**config.mk**
```make
export PLATFORM = sky130hd
export DESIGN_NAME = mem_stage_lsu
export DESIGN_NICKNAME = d
export VERILOG_FILES = /design/src/rtl/mem_stage_lsu.sv
export SDC_FILE = /design/constraint.sdc
export NUM_CORES = 1
export LEC_CHECK = 0
export CORE_MARGIN = 3
export CORE_UTILIZATION = 39
export CTS_CLUSTER_DIAMETER = 50
export CTS_CLUSTER_SIZE = 14
export DETAILED_ROUTE_END_ITERATION = 12
export HOLD_SLACK_MARGIN = 0.05
export PLACE_DENSITY = 0.78
export SYNTH_ARGS = -nofsm -noshare
export SYNTH_HDL_FRONTEND = slang
export SYNTH_SLANG_ARGS = --single-unit
```
**constraint.sdc**
```tcl
create_clock -name clk -period 3.49 [get_ports clk]
set_clock_uncertainty 0.15 [all_clocks]
set_input_delay 0.5235 -clock clk [delete_from_list [all_inputs] [get_ports clk]]
set_output_delay 0.5235 -clock clk [all_outputs]
set_load 0.1 [all_outputs]
```
**src/rtl/mem_stage_lsu.sv**
```systemverilog
`default_nettype none
// ============================================================================
// Module   : mem_stage_lsu
// Purpose  : Memory-access stage that sequences a 64-word level-sensitive data
//            memory and returns registered results to the writeback stage.
// Revision : 1.0  initial release
// ============================================================================
module mem_stage_lsu #(
    parameter int DATA_W = 16,
    parameter int ADDR_W = 16,
    parameter int DEPTH  = 64,
    parameter int REG_W  = 4
) (
    input  logic              clk,
    input  logic              reset,
    input  logic              req_valid,
    output logic              req_ready,
    input  logic              req_load,
    input  logic              req_store,
    input  logic [ADDR_W-1:0] req_base,
    input  logic [ADDR_W-1:0] req_offset,
    input  logic [DATA_W-1:0] req_wdata,
    input  logic [DATA_W-1:0] req_alu,
    input  logic [REG_W-1:0]  req_dest,
    output logic [ADDR_W-1:0] dm_addr,
    output logic [DATA_W-1:0] dm_din,
    output logic              dm_wea,
    input  logic [DATA_W-1:0] dm_dout,
    output logic              wb_valid,
    output logic              wb_we,
    output logic [REG_W-1:0]  wb_dest,
    output logic [DATA_W-1:0] wb_data,
    output logic              wb_fault
);

    localparam logic [ADDR_W-1:0] c_depth = ADDR_W'(DEPTH);

    typedef enum logic [2:0] {
        IDLE      = 3'd0,
        RD        = 3'd1,
        WR_SETUP  = 3'd2,
        WR_STROBE = 3'd3,
        WR_HOLD   = 3'd4
    } state_t;

    state_t            state;
    state_t            state_next;
    logic [ADDR_W-1:0] w_ea;
    logic              w_accept;
    logic              w_fault;
    logic [REG_W-1:0]  r_dest;

    assign req_ready = (state == IDLE);
    assign w_ea      = req_base + req_offset;
    assign w_accept  = req_valid && req_ready;
    assign w_fault   = (w_ea >= c_depth) || (req_load && req_store);

    always_ff @(posedge clk) begin
        if (reset) begin
            state <= IDLE;
        end else begin
            state <= state_next;
        end
    end

    always_comb begin
        state_next = state;
        case (state)
            IDLE: begin
                if (w_accept && !w_fault) begin
                    if (req_load) begin
                        state_next = RD;
                    end else if (req_store) begin
                        state_next = WR_SETUP;
                    end
                end
            end
            RD:        state_next = IDLE;
            WR_SETUP:  state_next = WR_STROBE;
            WR_STROBE: state_next = WR_HOLD;
            WR_HOLD:   state_next = IDLE;
            default:   state_next = IDLE;
        endcase
    end

    // dm_wea is registered from the next state so the memory sees a clean,
    // single-cycle strobe while addr/din were already settled a cycle earlier.
    always_ff @(posedge clk) begin
        if (reset) begin
            dm_addr  <= '0;
            dm_din   <= '0;
            dm_wea   <= 1'b0;
            wb_valid <= 1'b0;
            wb_we    <= 1'b0;
            wb_dest  <= '0;
            wb_data  <= '0;
            wb_fault <= 1'b0;
            r_dest   <= '0;
        end else begin
            wb_valid <= 1'b0;
            dm_wea   <= (state_next == WR_STROBE);
            case (state)
                IDLE: begin
                    if (w_accept) begin
                        if (w_fault) begin
                            wb_valid <= 1'b1;
                            wb_we    <= 1'b0;
                            wb_data  <= '0;
                            wb_fault <= 1'b1;
                            wb_dest  <= req_dest;
                        end else if (!req_load && !req_store) begin
                            wb_valid <= 1'b1;
                            wb_we    <= 1'b1;
                            wb_data  <= req_alu;
                            wb_fault <= 1'b0;
                            wb_dest  <= req_dest;
                        end else begin
                            dm_addr <= w_ea;
                            r_dest  <= req_dest;
                            if (req_store) begin
                                dm_din <= req_wdata;
                            end
                        end
                    end
                end
                RD: begin
                    wb_valid <= 1'b1;
                    wb_we    <= 1'b1;
                    wb_data  <= dm_dout;
                    wb_fault <= 1'b0;
                    wb_dest  <= r_dest;
                end
                WR_HOLD: begin
                    wb_valid <= 1'b1;
                    wb_we    <= 1'b0;
                    wb_data  <= '0;
                    wb_fault <= 1'b0;
                    wb_dest  <= r_dest;
                end
                default: begin
                end
            endcase
        end
    end

endmodule
`default_nettype wire

```
Yosys cells after proc, flatten, opt, wreduce, memory -nomap -nowiden
Index checks and enable logic that the tools add are counted.
- flip-flop bits (word level): 63
- input bits: 89
- add/subtract/negate cells: 1
- magnitude comparators: 1
- equal/unequal tests: 7
- multiplexer cells: 24
- bitwise logic cells: 2
- reduce and logical (&&, ||, !) cells: 16
- operator list (kind ; number):
    16-bit 2-to-1 mux ; 3
    16-bit case mux with 3 select lines ; 1
    16-bit adder ; 1
    16-bit by 7-bit greater-or-equal comparator with 1-bit output, second input constant ; 1
    4-bit 2-to-1 mux ; 3
    3-bit by 2-bit equality test with 1-bit output, second input constant ; 3
    1-bit 2-to-1 mux ; 9
    3-bit 2-to-1 mux ; 3
    3-bit case mux with 3 select lines ; 1
    4-bit case mux with 2 select lines ; 1
    3-bit AND reduction ; 2
    5-bit AND reduction ; 1
    1-bit logical AND ; 4
    1-bit case mux with 2 select lines ; 2
    4-bit AND reduction ; 1
    3-bit by 1-bit equality test with 1-bit output, second input constant ; 1
    3-bit equality test, second input constant ; 1
    1-bit logical NOT ; 3
    3-bit logical NOT ; 1
    3-bit by 1-bit inequality test with 1-bit output, second input constant ; 1
    1-bit case mux with 3 select lines ; 1
    3-bit nonzero test ; 1
    2-bit by 1-bit inequality test with 1-bit output, second input constant ; 1
    1-bit NOT ; 2
    3 further kinds ; 3

Logic depth before layout (Yosys ltp)
Gate-level depths: netlist (run 1).
- word-level depth: 8
- depth in mapped cells: 12
- gate-level depth less buffers: 10

Least setup slack after synthesis (run 1)
OpenSTA, ideal clock, no wires.
- path kind: reg2reg
- from: register state[1]
- to: register dm_din[15]
- setup time: 0.070 ns
- arrival: 3.878 ns
- required time: 3.270 ns
- path slack: -0.609 ns
- cell stages (with the launch flop): 9
- path through: dfxtp_1 -> clkbuf_1 -> nor3_1 -> and2_1 -> clkbuf_1 -> clkbuf_1 -> buf_1 -> nand4_1 -> a21oi_1
- word-level cells in the longest chain between the ends: 3
- RTL lines (element ; RTL line ; RTL):
    start, declared ; 46 ; state_t state;
    start signal, assigned ; 62 ; state <= state_next;
    3-bit logical NOT (*) ; 53 ; assign req_ready = (state == IDLE);
    named net req_ready ; 17 ; output logic req_ready,
    1-bit logical AND ; 55 ; assign w_accept = req_valid && req_ready;
    5-bit AND reduction (no line) (*) ; - ;
    end signal, assigned ; 121 ; dm_din <= req_wdata;
    end, declared ; 26 ; output logic [DATA_W-1:0] dm_din,
The timed path passes the listed nets; every way through them passes the cells marked *.
A chain may end at the register's enable or synchronous reset.

Worst setup path in the final report (run 1)
- from: input req_offset[1]
- to: register wb_data[14]
- word-level cells in the longest chain between the ends: 6
- elaborated cells on any way between the ends: 8
- classes of those cells: add/sub (1); order compare (1); eq/ne (1); mux (3); reduce/logical (2)
- RTL lines (element ; RTL line ; RTL):
    start, declared ; 21 ; input logic [ADDR_W-1:0] req_offset,
    16-bit adder (*) ; 54 ; assign w_ea = req_base + req_offset;
    16-bit by 7-bit greater-or-equal comparator with 1-bit output (*) ; 56 ; assign w_fault = (w_ea >= c_depth) || (req_load && req_store);
    1-bit logical OR (*) ; 56 ;
    16-bit 2-to-1 mux ; 105 ; if (w_fault) begin
    16-bit 2-to-1 mux ; 104 ; if (w_accept) begin
    16-bit case mux with 3 select lines ; 102 ; case (state)
    end signal, assigned ; 114 ; wb_data <= req_alu;
    end signal, assigned ; 129 ; wb_data <= dm_dout;
    end, declared ; 32 ; output logic [DATA_W-1:0] wb_data,
Mark *: on every way between the ends. The rest lies on a longest branch, timed or not. The select of a mux whose other input is x is not followed.

==> results.json, run 1 <==
{
  "vias": 3818,
  "synthArstFlopShare_pct": 0,
  "synth_top_family_by_area": "compound AO/OA/AOI/OAI gates",
  "hold_viol": 0,
  "hold_path.class": "reg -> reg",
  "cts_buffers": 9,
  "firstDrtPassIters": 5,
  "cp_common_cell": "nor3_2",
  "cp_max_fo": 8,
  "status": "completed",
  "synth_ff_type": "dfxtp_1",
  "netlist_instances": 406,
  "rows": 33,
  "postCtsHoldBufs": 0,
  "yosysTopAreaCell": "dfxtp_1",
  "synth-edff-count": 0,
  "clkSlewWorstSetupHoldPaths_ps": 70,
  "start_kind": "primary input",
  "crit_family": "compound AO/OA/AOI/OAI gates",
  "grt_pass1_wl_um": 16550,
  "place_hpwl_um": 7690,
  "swShare_pct": 28.73,
  "first_global_vias": 3585,
  "final-setup-viol-count": 0,
  "intPower_mw": 1.453,
  "period_minus_slack_ps": 3435,
  "via_per_inst": 5.598,
  "antenna_left": 0,
  "coreArea_mm2": 0.008341,
  "synth_compound_area_share_pct": 26.13,
  "power_density_mw_per_mm2": 361.0,
  "cts_tree": "built",
  "synth_top_area_share_pct": 37.10,
  "ys_ff_latch": 63,
  "drc": 0,
  "worst_pin_slew_ps": 1024,
  "finalInstanceArea_mm2": 0.005649,
  "drive_above_1_share_pct": 14.73,
  "endpoint_kind": "flop",
  "synth_area_leaders": "dfxtp_1 37%, o21ai_0 6.5%, a21oi_1 6.0%, ha_1 5.5%, nand4_1 5.2%",
  "start_util_pct": 40.76,
  "fin_crit_sh_pct": 98.42,
  "portBuffers": 145,
  "fin_hold_ws_ps": 322.8,
  "area_growth_syn_to_layout_pct": 66.18,
  "clock_latency_ps": 340,
  "antenna_found_initial": 0,
  "muxShareOfSynthArea_pct": 2.981,
  "syn_avg_cell_area_um2": 8.373,
  "path_class": "in -> reg",
  "crit_chain": "clkdlybuf4s50_1 -> fa_2 -> a21o_1 -> a221oi_4 -> nor3_2 -> nor3_2 -> buf_4 -> mux2i_4 -> and4_4 -> a21oi_4 -> o311a_1",
  "gp_congestion": 0.9328,
  "clk_path_buf_depth": 2,
  "arrival_ps": 3510,
  "h-tree-depth": 3,
  "cp_num_buf_inv": 2,
  "grt_use_total_pct": 20.10,
  "drv_cap": 0,
  "ios": 146,
  "dieArea_mm2": 0.009873,
  "placed_cell_area_mm2": 0.005109,
  "grt_max_degree": 47,
  "synth-simple-area-share_pct": 20.79,
  "max_freq_mhz": 291.1,
  "cts_sinks": 63,
  "wire_per_inst_um": 16.39,
  "ir_worst_vdd_v": 0.0002195,
  "ys_types": 52,
  "p_clk_share_pct": 37.5,
  "n_antenna_cell": 0,
  "synth_nets": 511,
  "synth-adder-area-share_pct": 6.110,
  "drt-initial-drc-count": 319,
  "dieHeight_um": 99.37,
  "ys_seq_area_share_pct": 37.10,
  "max_stage_delay_ps": 460,
  "final_nets": 677,
  "drv_slew": 0,
  "switchingPower_mw": 0.5859,
  "worstPathRequired_ps": 3560,
  "maxSlewHeadroom_pct": 31.52,
  "p_leak_nw": 2.190,
  "synthXorXnorAreaFrac_pct": 1.803,
  "syn_area_mm2": 0.003400,
  "power_frac_seq_pct": 36.4,
  "root_buffer": "clkbuf_8",
  "gr-total-overflow": 0,
  "postRouteWirelength_um": 11180,
  "die_x_um": 99.37,
  "power_frac_comb_pct": 26.1,
  "cpMaxStageDelayCell": "clkdlybuf4s50_1",
  "yosys_warnings": 0
}
[power by group through the flow]
stage	sequential (mW)	clock, mW	combinational [mW]
2_1_floorplan	0.861	0	0.172
3_3_place_gp	0.758	0	0.474
3_5_place_dp	0.758	0	0.482
4_1_cts	0.742	0.780	0.498
5_1_grt	0.743	0.812	0.568
6_report	0.742	0.765	0.533
[cells in the mapped netlist (2+ instances only)]
library cell   n
a21o_1         3
a21oi_1       41
a211oi_1       2
mux2i_1        9
xor2_1         4
nor3_1         5
o21ai_1        6
buf_2          6
buf_1          3
and3_1         3
a221oi_1       4
or3_1          5
nand4_1       28
nand3_1        6
nand2b_1       3
a31oi_1        8
o21bai_1       3
xnor2_1        3
nor3b_1       13
inv_1          5
o311a_1       16
dfxtp_1       63
nor2_1        16
nand2_1       39
buf_4          2
clkbuf_1      23
and2_1         2
ha_1          15
nor2b_1        2
o211ai_1       3
o21ai_0       44
[area by class of cell]
| class | count | area [um^2] |
|---|---|---|
| Clock buffer | 9 | 123.9 |
| Clock inverter | 7 | 120.1 |
| Fill cell | 656 | 2691 |
| Inverter | 5 | 18.77 |
| Multi-Input combinational cell | 305 | 2117 |
| Sequential cell | 63 | 1261 |
| Tap cell | 105 | 131.4 |
| Timing Repair Buffer | 188 | 1877 |
[flip-flops by register name (all words and copies together), names as in the netlist]
register / cells
wb_dest: 4
wb_fault: 1
wb_data: 16
dm_addr: 16
dm_wea: 1
state: 3
wb_valid: 1
dm_din: 16
r_dest: 4
wb_we: 1
[worst min-delay path: stages, from the launching register on]
cell	delay, ps
dfxtp_1	310
o21ai_0	60
a21oi_1	60
[routing by layer]
layer  up-vias  track usage, %  wire length [um]
met4         0           7.563               214
met5         -               0                 0
li1       1867               -                 -
met2       157           33.73              5570
met3        17           4.979               895
met1      1777           24.89              4498
[cell usage in the layout (no fill, tap or decap), types with 4 or more instances in the layout]
cell type,netlist,layout
o21ai_0,44,41
nor3b_1,13,12
or3_1,5,5
a21oi_1,41,41
o311a_1,16,16
inv_1,5,5
buf_6,1,4
dfxtp_1,63,63
nand3_1,6,6
a221oi_1,4,4
nand4_1,28,28
clkbuf_8,0,9
buf_4,2,35
o21ai_1,6,9
a31oi_1,8,7
ha_1,15,13
nand2_1,39,39
mux2i_1,9,6
clkdlybuf4s50_1,0,139
nor2_1,16,16
xor2_1,4,4
[kinds of logic (layout without fill, tap and decap cells)]
| kind of cell | count (synthesis) | count (layout) |
|---|---|---|
| AO/OA/AOI/OAI | 140 | 141 |
| XOR/XNOR | 7 | 7 |
| adder cells (fa/ha/maj) | 16 | 16 |
| buffers and inverters | 40 | 209 |
| flip-flops | 63 | 63 |
| multiplexers | 10 | 10 |
| AND/OR/NAND/NOR | 130 | 131 |
[through the flow]
step / power, mW / util, % / instances / setup TNS, ps / setup WS [ps]
after floorplan: 1.032 / - / 406 / 0 / 123.3
after global placement: 1.232 / 61.25 / 655 / -21010 / -378.8
after global routing: 2.124 / 67.73 / 682 / -33.22 / -33.22
final: 2.039 / 67.73 / 682 / 0 / 55.14
after CTS: 2.019 / 64.94 / 672 / 0 / 11.20
after detailed placement: 1.240 / 61.25 / 655 / -24270 / -438.5
[final timing paths]
| path | startpoint | to | slack [ps] | cells past startpoint |
|---|---|---|---|---|
| worst max-delay path | req_offset[1] | wb_data[14] | 60 | 11 |
| worst min-delay path | dm_din[12] | dm_din[12] | 320 | 2 |
| worst max register to register | state[2] | dm_din[5] | 880 | 6 |
| worst min register to register | dm_din[12] | dm_din[12] | 320 | 2 |
[what timing repair did]
item,in CTS,in global routing
setup endpoints to repair,53,60
setup buffers,1,5
pin swaps,4,14
gates resized for setup,12,22
cloned,0,5
(Power assumes the default switching activity.)
==> run 2, diff against run 1 <==
- CORE_MARGIN: 3 -> 2
==> results.json, run 2 (synthesis gave the netlist of run 1 again) <==
{
  "status": "completed",
  "arrival_ps": 3400,
  "vias": 3764,
  "gr-total-overflow": 0,
  "n_antenna_cell": 0,
  "grt_max_degree": 47,
  "cp_max_fo": 10,
  "postRouteWirelength_um": 10450,
  "final_common_cell": "clkdlybuf4s50_1",
  "die_x_um": 97.37,
  "ios": 146,
  "min_delay_path_depth": 1,
  "drv_slew": 0,
  "grt_pass1_wl_um": 16730,
  "r2r_end": "wb_dest[3]",
  "max_freq_mhz": 299.0,
  "grt_use_total_pct": 21.07,
  "worstPathRequired_ps": 3540,
  "endpoint_kind": "flop",
  "final-setup-viol-count": 0,
  "power_density_mw_per_mm2": 352.7,
  "layout_common_cells": "139 x clkdlybuf4s50_1, 63 x dfxtp_1, 40 x a21oi_1",
  "hold_viol": 0,
  "wire_per_inst_um": 15.23,
  "rows": 34,
  "clkSlewWorstSetupHoldPaths_ps": 80,
  "clk_path_buf_depth": 2,
  "reg2regPathDepth": 6,
  "firstDrtPassIters": 5,
  "h-tree-depth": 3,
  "p_leak_nw": 2.183,
  "cts_sinks": 63,
  "min_from": "dm_addr[9]",
  "ir_worst_vdd_v": 0.0001983,
  "rr_startpoint": "state[2]",
  "clock_latency_ps": 340,
  "hold_path_end": "dm_addr[9]",
  "cts_buffers": 9,
  "portBuffers": 145,
  "antenna_left": 0,
  "via_per_inst": 5.487,
  "reg_top3": "dm_addr x16, dm_din x16, wb_data x16",
  "area_growth_syn_to_layout_pct": 64.78,
  "place_hpwl_um": 7309,
  "path_class": "in -> reg",
  "gp_congestion": 0.8602,
  "fin_crit_sh_pct": 95.84,
  "dieArea_mm2": 0.009480,
  "worst_pin_slew_ps": 1033,
  "root_buffer": "clkbuf_8",
  "final_nets": 678,
  "drc": 0,
  "coreArea_mm2": 0.008593,
  "period_minus_slack_ps": 3345,
  "antenna_found_initial": 0,
  "maxSlewHeadroom_pct": 31.16,
  "dieHeight_um": 97.37,
  "start_kind": "primary input",
  "power_mw": 1.976,
  "hold_path.class": "reg -> reg",
  "layout.cells.non_filler": 686,
  "drv_cap": 0,
  "start_util_pct": 39.56,
  "dp_cells": 661,
  "drive_above_1_share_pct": 15.40,
  "r2r_setup_slack_ps": 1090,
  "first_global_vias": 3610,
  "drt-initial-drc-count": 223,
  "cts_tree": "built"
}
[run 2: per-layer routing]
layer | global-route usage (%) | vias up | part of all wire (%)
li1 | - | 1864 | -
met1 | 25.43 | 1744 | 41
met2 | 35.60 | 136 | 50
met3 | 5.755 | 20 | 7.5
met4 | 8.333 | 0 | 2.1
met5 | 0 | - | 0
[run 2: critical path, stage by stage]
cell	delay [ps]
clkdlybuf4s50_1	450
fa_2	360
a21o_1	230
a221oi_4	320
nor3_2	100
nor3_2	280
mux2i_2	280
buf_4	160
nand4_4	100
buf_12	170
clkbuf_16	160
o21ai_1	170
a21oi_1	90
[run 2: worst max path at each step]
stage | start | endpoint | slack, ps | cells after the start
after floorplan | req_base[0] | wb_data[10] | 120 | 12
after global placement | req_base[0] | wb_data[12] | -400 | 11
after detailed placement | req_base[0] | wb_data[9] | -470 | 11
after CTS | req_base[0] | wb_data[2] | 20 | 11
after global routing | req_offset[1] | dm_din[13] | -0.6 | 13
final | req_offset[1] | dm_din[13] | 150 | 13
[run 2: cell type report]
| class | instances | area, um^2 |
|---|---|---|
| clock buffer | 10 | 137.6 |
| clock inverter | 6 | 92.59 |
| fill | 719 | 2992 |
| inverter | 5 | 18.77 |
| multi-input combinational | 304 | 2082 |
| sequential | 63 | 1261 |
| tap | 108 | 135.1 |
| timing repair buffer | 190 | 1874 |
[run 2: where the power goes]
part | internal, mW | switching [mW]
clock network | 0.425 | 0.299
registers | 0.733 | 0.00870
logic | 0.233 | 0.278
total | 1.39 | 0.585
[run 2: per-stage QoR]
stage	hold slack, ps	setup TNS (ps)	utilization [%]	setup WS [ps]	cell area (um^2)
floorplan	311.9	0	-	123.3	3405
global placement	307.1	-19720	59.61	-396.2	5122
detailed placement	317.2	-22850	59.61	-465.8	5122
CTS	327.3	0	63.31	24.97	5440
global route	341.5	-0.6246	65.19	-0.6246	5602
finish	321.5	0	65.19	145.2	5602
[run 2: what timing repair did]
| action | CTS | global route |
|---|---|---|
| setup buffers | 4 | 1 |
| endpoints found under the setup margin | 32 | 60 |
| gates cloned | 1 | 3 |
| hold buffers | 0 | 0 |
| resized for setup | 10 | 42 |
| pin swaps | 6 | 9 |
==> run 3, diff against run 2 <==
- TNS_END_PERCENT: default -> 50
==> results of run 3 <==
No change in the layout: final DEF, timing and power equal those of run 2.
